File: config.mk
export PLATFORM = sky130hd
export DESIGN_NAME = des_round_engine
export DESIGN_NICKNAME = d
export VERILOG_FILES = /design/src/rtl/des_round_engine.sv
export SDC_FILE = /design/constraint.sdc
export NUM_CORES = 1
export LEC_CHECK = 0
export ABC_AREA = 1
export CORE_MARGIN = 2
export CORE_UTILIZATION = 51
export DETAILED_ROUTE_END_ITERATION = 6
export MAX_ROUTING_LAYER = met4
export PLACE_DENSITY_LB_ADDON = 0.05
export SLEW_MARGIN = 20
export SYNTH_ARGS = -nofsm -noshare
export SYNTH_HDL_FRONTEND = slang
export SYNTH_SLANG_ARGS = --single-unit
File: constraint.sdc
create_clock -name clk -period 2.79 [get_ports clk]
set_clock_uncertainty 0.05 [all_clocks]
set_input_delay 0.558 -clock clk [delete_from_list [all_inputs] [get_ports clk]]
set_output_delay 0.558 -clock clk [all_outputs]
set_load 0.01 [all_outputs]
File: src/rtl/des_round_engine.sv
// rtl/des_round_engine.sv - iterative DES Feistel core, one round per clock
//
// Ports:
//   clk             rising-edge clock
//   rst             synchronous active-high reset
//   set             start strobe, honoured only in IDLE
//   data_in[0:63]   IP-permuted block L0||R0 (bit 0 is DES bit 1)
//   key_in[0:63]    raw DES key; parity bits are dropped by PC-1
//   decrypt         1 = apply subkeys K16..K1 (present only with DES_DECRYPT_EN)
//   data_out[0:63]  pre-output R16||L16, held until the next completion
//   status          one-cycle completion pulse
//   busy            registered, high while a block is in flight
//
// Build option: DES_DECRYPT_EN adds the decrypt port and right-rotation schedule.
module des_round_engine (
  input  logic        clk,
  input  logic        rst,
  input  logic        set,
  input  logic [0:63] data_in,
  input  logic [0:63] key_in,
`ifdef DES_DECRYPT_EN
  input  logic        decrypt,
`endif
  output logic [0:63] data_out,
  output logic        status,
  output logic        busy
);

  typedef enum logic [1:0] {S_IDLE, S_LOAD, S_ROUND, S_DONE} state_t;

  localparam int PC1_TAB [56] = '{
    57, 49, 41, 33, 25, 17,  9,  1, 58, 50, 42, 34, 26, 18,
    10,  2, 59, 51, 43, 35, 27, 19, 11,  3, 60, 52, 44, 36,
    63, 55, 47, 39, 31, 23, 15,  7, 62, 54, 46, 38, 30, 22,
    14,  6, 61, 53, 45, 37, 29, 21, 13,  5, 28, 20, 12,  4};

  localparam int PC2_TAB [48] = '{
    14, 17, 11, 24,  1,  5,  3, 28, 15,  6, 21, 10,
    23, 19, 12,  4, 26,  8, 16,  7, 27, 20, 13,  2,
    41, 52, 31, 37, 47, 55, 30, 40, 51, 45, 33, 48,
    44, 49, 39, 56, 34, 53, 46, 42, 50, 36, 29, 32};

  localparam int P_TAB [32] = '{
    16,  7, 20, 21, 29, 12, 28, 17,  1, 15, 23, 26,  5, 18, 31, 10,
     2,  8, 24, 14, 32, 27,  3,  9, 19, 13, 30,  6, 22, 11,  4, 25};

  // Each S-box packed row-major, row 0 in the most significant nibbles.
  localparam logic [255:0] SBOX_TAB [8] = '{
    256'hE4D12FB83A6C5907_0F74E2D1A6CB9538_41E8D62BFC973A50_FC8249175B3EA06D,
    256'hF18E6B34972DC05A_3D47F28EC01A69B5_0E7BA4D158C6932F_D8A13F42B67C05E9,
    256'hA09E63F51DC7B428_D709346A285ECBF1_D6498F30B12C5AE7_1AD069874FE3B52C,
    256'h7DE3069A1285BC4F_D8B56F03472C1AE9_A690CB7DF13E5284_3F06A1D8945BC72E,
    256'h2C417AB6853FD0E9_EB2C47D150FA3986_421BAD78F9C5630E_B8C71E2D6F09A453,
    256'hC1AF92680D34E75B_AF427C9561DE0B38_9EF528C3704A1DB6_432C95FABE17608D,
    256'h4B2EF08D3C975A61_D0B7491AE35C2F86_14BDC37EAF680592_6BD814A7950FE23C,
    256'hD2846FB1A93E50C7_1FD8A374C56B0E92_7B419CE206ADF358_21E74A8DFC90356B};

  function automatic logic [0:55] pc1(input logic [0:63] k);
    logic [0:55] o;
    for (int i = 0; i < 56; i++) o[i] = k[PC1_TAB[i] - 1];
    return o;
  endfunction

  function automatic logic [0:47] pc2(input logic [0:55] cd);
    logic [0:47] o;
    for (int i = 0; i < 48; i++) o[i] = cd[PC2_TAB[i] - 1];
    return o;
  endfunction

  function automatic logic [0:27] rol(input logic [0:27] v, input logic two);
    return two ? {v[2:27], v[0:1]} : {v[1:27], v[0]};
  endfunction

`ifdef DES_DECRYPT_EN
  function automatic logic [0:27] ror(input logic [0:27] v, input logic two);
    return two ? {v[26:27], v[0:25]} : {v[27], v[0:26]};
  endfunction
`endif

  function automatic logic [3:0] sbox(input int n, input logic [0:5] b);
    int k;
    // row from the outer bits, column from the inner four
    k = 32 * int'(b[0]) + 16 * int'(b[5]) + int'({b[1], b[2], b[3], b[4]});
    return SBOX_TAB[n][255 - 4 * k -: 4];
  endfunction

  function automatic logic [0:31] feistel(input logic [0:31] r, input logic [0:47] k);
    logic [0:47] x;
    logic [0:31] s;
    logic [0:31] o;
    // E expansion: group j takes R bits 4j-1 .. 4j+4 with wrap-around
    for (int j = 0; j < 8; j++)
      for (int m = 0; m < 6; m++)
        x[6 * j + m] = r[(4 * j + m + 31) % 32] ^ k[6 * j + m];
    for (int j = 0; j < 8; j++) s[4 * j +: 4] = sbox(j, x[6 * j +: 6]);
    for (int i = 0; i < 32; i++) o[i] = s[P_TAB[i] - 1];
    return o;
  endfunction

  state_t      state;
  logic [4:0]  rnd;
  logic [0:31] l_reg, r_reg;
  logic [0:27] c_reg, d_reg;
  logic [0:27] c_next, d_next;
  logic [0:47] subkey;
  logic [0:31] f_out;
  logic        one_step;
`ifdef DES_DECRYPT_EN
  logic        dec_reg;
`endif

  assign one_step = (rnd == 5'd1) || (rnd == 5'd2) || (rnd == 5'd9) || (rnd == 5'd16);

  always_comb begin
    c_next = rol(c_reg, !one_step);
    d_next = rol(d_reg, !one_step);
`ifdef DES_DECRYPT_EN
    // Decrypt walks the schedule backwards: K16 is PC-2 of the unrotated C0||D0.
    if (dec_reg) begin
      if (rnd == 5'd1) begin
        c_next = c_reg;
        d_next = d_reg;
      end else begin
        c_next = ror(c_reg, !one_step);
        d_next = ror(d_reg, !one_step);
      end
    end
`endif
    subkey = pc2({c_next, d_next});
    f_out  = feistel(r_reg, subkey);
  end

  always_ff @(posedge clk) begin
    if (rst) begin
      state    <= S_IDLE;
      rnd      <= 5'd0;
      l_reg    <= '0;
      r_reg    <= '0;
      c_reg    <= '0;
      d_reg    <= '0;
      data_out <= '0;
      status   <= 1'b0;
      busy     <= 1'b0;
`ifdef DES_DECRYPT_EN
      dec_reg  <= 1'b0;
`endif
    end else begin
      status <= 1'b0;
      // busy trails the state by one edge, so it rises as LOAD completes
      busy   <= (state != S_IDLE);
      case (state)
        S_IDLE: if (set) state <= S_LOAD;
        S_LOAD: begin
          l_reg          <= data_in[0:31];
          r_reg          <= data_in[32:63];
          {c_reg, d_reg} <= pc1(key_in);
`ifdef DES_DECRYPT_EN
          dec_reg        <= decrypt;
`endif
          rnd            <= 5'd1;
          state          <= S_ROUND;
        end
        S_ROUND: begin
          c_reg <= c_next;
          d_reg <= d_next;
          l_reg <= r_reg;
          r_reg <= l_reg ^ f_out;
          if (rnd == 5'd16) state <= S_DONE;
          else rnd <= rnd + 5'd1;
        end
        S_DONE: begin
          data_out <= {r_reg, l_reg};
          status   <= 1'b1;
          state    <= S_IDLE;
        end
        default: state <= S_IDLE;
      endcase
    end
  end

endmodule

==> out/results.txt, run 1 <==
Total die area - 30100 µm²
Routed Antenna Nets - 0
Final Instance Area - 23500 µm²
NumNets Final - 3033
Asr flop ratio synth - 0%
Num CTS Buffers - 17
Max Cap Viol - 0
RSZ-0062 raised after global routing - yes
Synth-to-Final Area Change - 60.5%
Hold_buf cts - 0
Syn nets - 2633
Final min period - 3.05 ns
Yosys warns - 0
Die X - 173 µm
# fillers - 1794
Initial Utilization - 51.4%
Detailed Place HPWL - 44400 µm
Synthesized flop and latch total - 193
EDFF count, synth - 0
Avg Cell Area, Syn - 6.02 µm²
Gr ovfl total - 0
DR pass1 iterations - 7
Clk pin slew, worst setup/hold paths - 0.08 ns
Final Hold Vio Count - 0
Die Ht - 173 µm
DR DRC count - 3
Crit path cell chain - inv_4, ha_4, nand2_4, nand2_4, nand2_8, nand2_8, buf_12, nand2_8, nand2_8, nand2_4, nand2_4, ha_4, inv_2, nand2_2, nand2_1, nand2_1, nand3_1, nand3_4, nand2_1, nand2_1, nand3_2, nand2_1, a21oi_1
CP Class - reg2reg
Unique cell type count in the Yosys netlist - 28
Worst hold slack - 0.456 ns
Status - finished, violations left
Seq/Total Area, Yosys - 26.4%
Clock sinks - 193
Vias in the first global route - 18400
Critical-path top delay cell - dfxtp_4
Vias post-DR - 20500
Crit path max fanout - 7
CP delay by family, top - simple AND/OR/NAND/NOR gates
Buf/Inv on CP - 3
Clk root buf - clkbuf_16
Max Slew Vio Count - 0
Most numerous cell in the Yosys netlist - nand2_1
Initial drt markers - 2781
Worst path most repeated cell - nand2_1
Ports - 197
Htree depth - 4
Worst Tran Pin Value - 1.12 ns
Hold Crit Class - reg2reg
Crit. End Element - flip-flop
CP required - 3.03 ns
Tot GR Track Use - 43.4%
Crit path DAT - 3.29 ns
CP peak stage delay - 0.38 ns
Port bufs - 188
Initial antenna violation count - 1
Placed Area - 18700 µm²
Ys flop type - dfxtp_1
Core footprint - 28500 µm²
Final setup viols - 32
Area of the mapped netlist - 14600 µm²
GPL Wtd Cong - 1.00
Vias per cell - 6.34
Leading area contributor after synthesis - dfxtp_1
Clk Latency, worst-skew pair - 0.48 ns
FF-to-FF setup slack - -0.26 ns
Worst-case headroom to the max-slew limit - 25.2%
Period utilization - 109%
Largest net degree at the start of global routing - 78
Post-synth top area share - 26.4%
FP Rows - 62
CTS Buffer Depth - 2
Commonest cells in the netlist - nand2_1 (775), nand3_1 (471), a21oi_1 (216)
Failing checks - DRC, setup timing
Fmax - 328 MHz
CTS tree - yes
Synth top area cells - dfxtp_1 (26%), nand2_1 (20%), nand3_1 (16%), a21oi_1 (7.4%), ha_1 (6.1%)
Crit start category - flip-flop
First-pass GRT wire length - 99500 µm
Largest register FFs - 64
Total wire length - 74000 µm
Wire length per cell - 22.9 µm
Setup tns final - -4.70 ns
Layout cells sized above 1 - 32.4%
Post-synthesis cell count - 2431
Final worst slack - -0.261 ns
-- what timing repair did --
item                       in CTS  in global routing
cloned                          7                 11
setup endpoints to repair      32                 32
buffers inserted               24                 27
pin swaps                     153                165
gates resized for setup       387                415
-- worst reg2reg max path, stage by stage, from the launching register on --
cell and delay [ns]:
dfxtp_4 0.38, inv_4 0.06, ha_4 0.16, nand2_4 0.06, nand2_4 0.07, nand2_8 0.16
nand2_8 0.16, buf_12 0.20, nand2_8 0.08, nand2_8 0.07, nand2_4 0.08, nand2_4 0.07
ha_4 0.30, inv_2 0.04, nand2_2 0.07, nand2_1 0.05, nand2_1 0.06, nand3_1 0.12
nand3_4 0.13, nand2_1 0.05, nand2_1 0.07, nand3_2 0.15, nand2_1 0.16, a21oi_1 0.10
-- layout make-up --
type | count | area (µm²) | share of cell area (%)
flip-flops and latches | 193 | 3870 | 16.5
clock inverters | 11 | 178 | 0.756
multi-input cells | 1895 | 12600 | 53.7
clock buffers | 21 | 460 | 1.96
repair buffers | 508 | 5030 | 21.4
inverters | 216 | 856 | 3.64
diodes | 1 | 2.50 | 0.0106
well taps | 384 | 480 | 2.04
-- logic make-up (layout without fill, tap and decap cells) --
kind of cell / count (synthesis) / count (layout) / synth area share (%)
fa+ha+maj: 71 / 71 / 6.07
flops: 193 / 193 / 26.4
buf+inv: 348 / 756 / 9.73
other cells: 0 / 1 / 0
simple gates: 1360 / 1365 / 39.5
compound gates: 442 / 442 / 17.0
xor+xnor: 17 / 17 / 1.32
-- stage by stage --
step,std cells,worst slack [ns],utilization (%)
final,3229,-0.261,82.6
after floorplan,2431,0.00430,-
after CTS,3194,-0.0720,75.0
after global routing,3229,-0.321,82.6
after detailed placement,3131,-0.399,65.5
after global placement,3131,-0.325,65.5
-- cells in the final DEF (no fill, tap or decap), types with 39 or more instances in the layout --
cell type and instances:
a21oi_1 209, a221oi_1 39, buf_4 219, buf_6 57, clkdlybuf4s50_1 187, dfxtp_1 191, ha_4 41, inv_1 185
nand2_1 565, nand2_2 137, nand2_4 80, nand3_1 261, nand3_2 166, nand3_4 45, nor2_1 78, o21ai_0 125
-- path summary, 6_finish.rpt --
check	from	end	depth (start not counted)
worst min-delay path	l_reg[14]	data_out[46]	2
worst max-delay path	rnd[0]	r_reg[11]	23
worst max register to register	rnd[0]	r_reg[11]	23
worst min register to register	l_reg[14]	data_out[46]	2
-- routing by layer --
layer  vias up  share of wire [%]  track usage, %
li1       8904                  -               -
met1      9396                 35            48.3
met2      1601                 44            67.7
met3       567                 11            9.89
met4         0                9.7            33.0
met5         -                  0               -
Power of run 1 is left out: the tool's default activity adds up to more than one toggle a clock period on the data nets, which glitch-free logic cannot reach.
==> inputs of run 2 (changes only) <==
ABC_CLOCK_PERIOD_IN_PS = 2790   (was not set)
==> results of run 2 <==
No change in the layout: final DEF, timing and power equal those of run 1.
Power of run 2 is left out for the same reason.
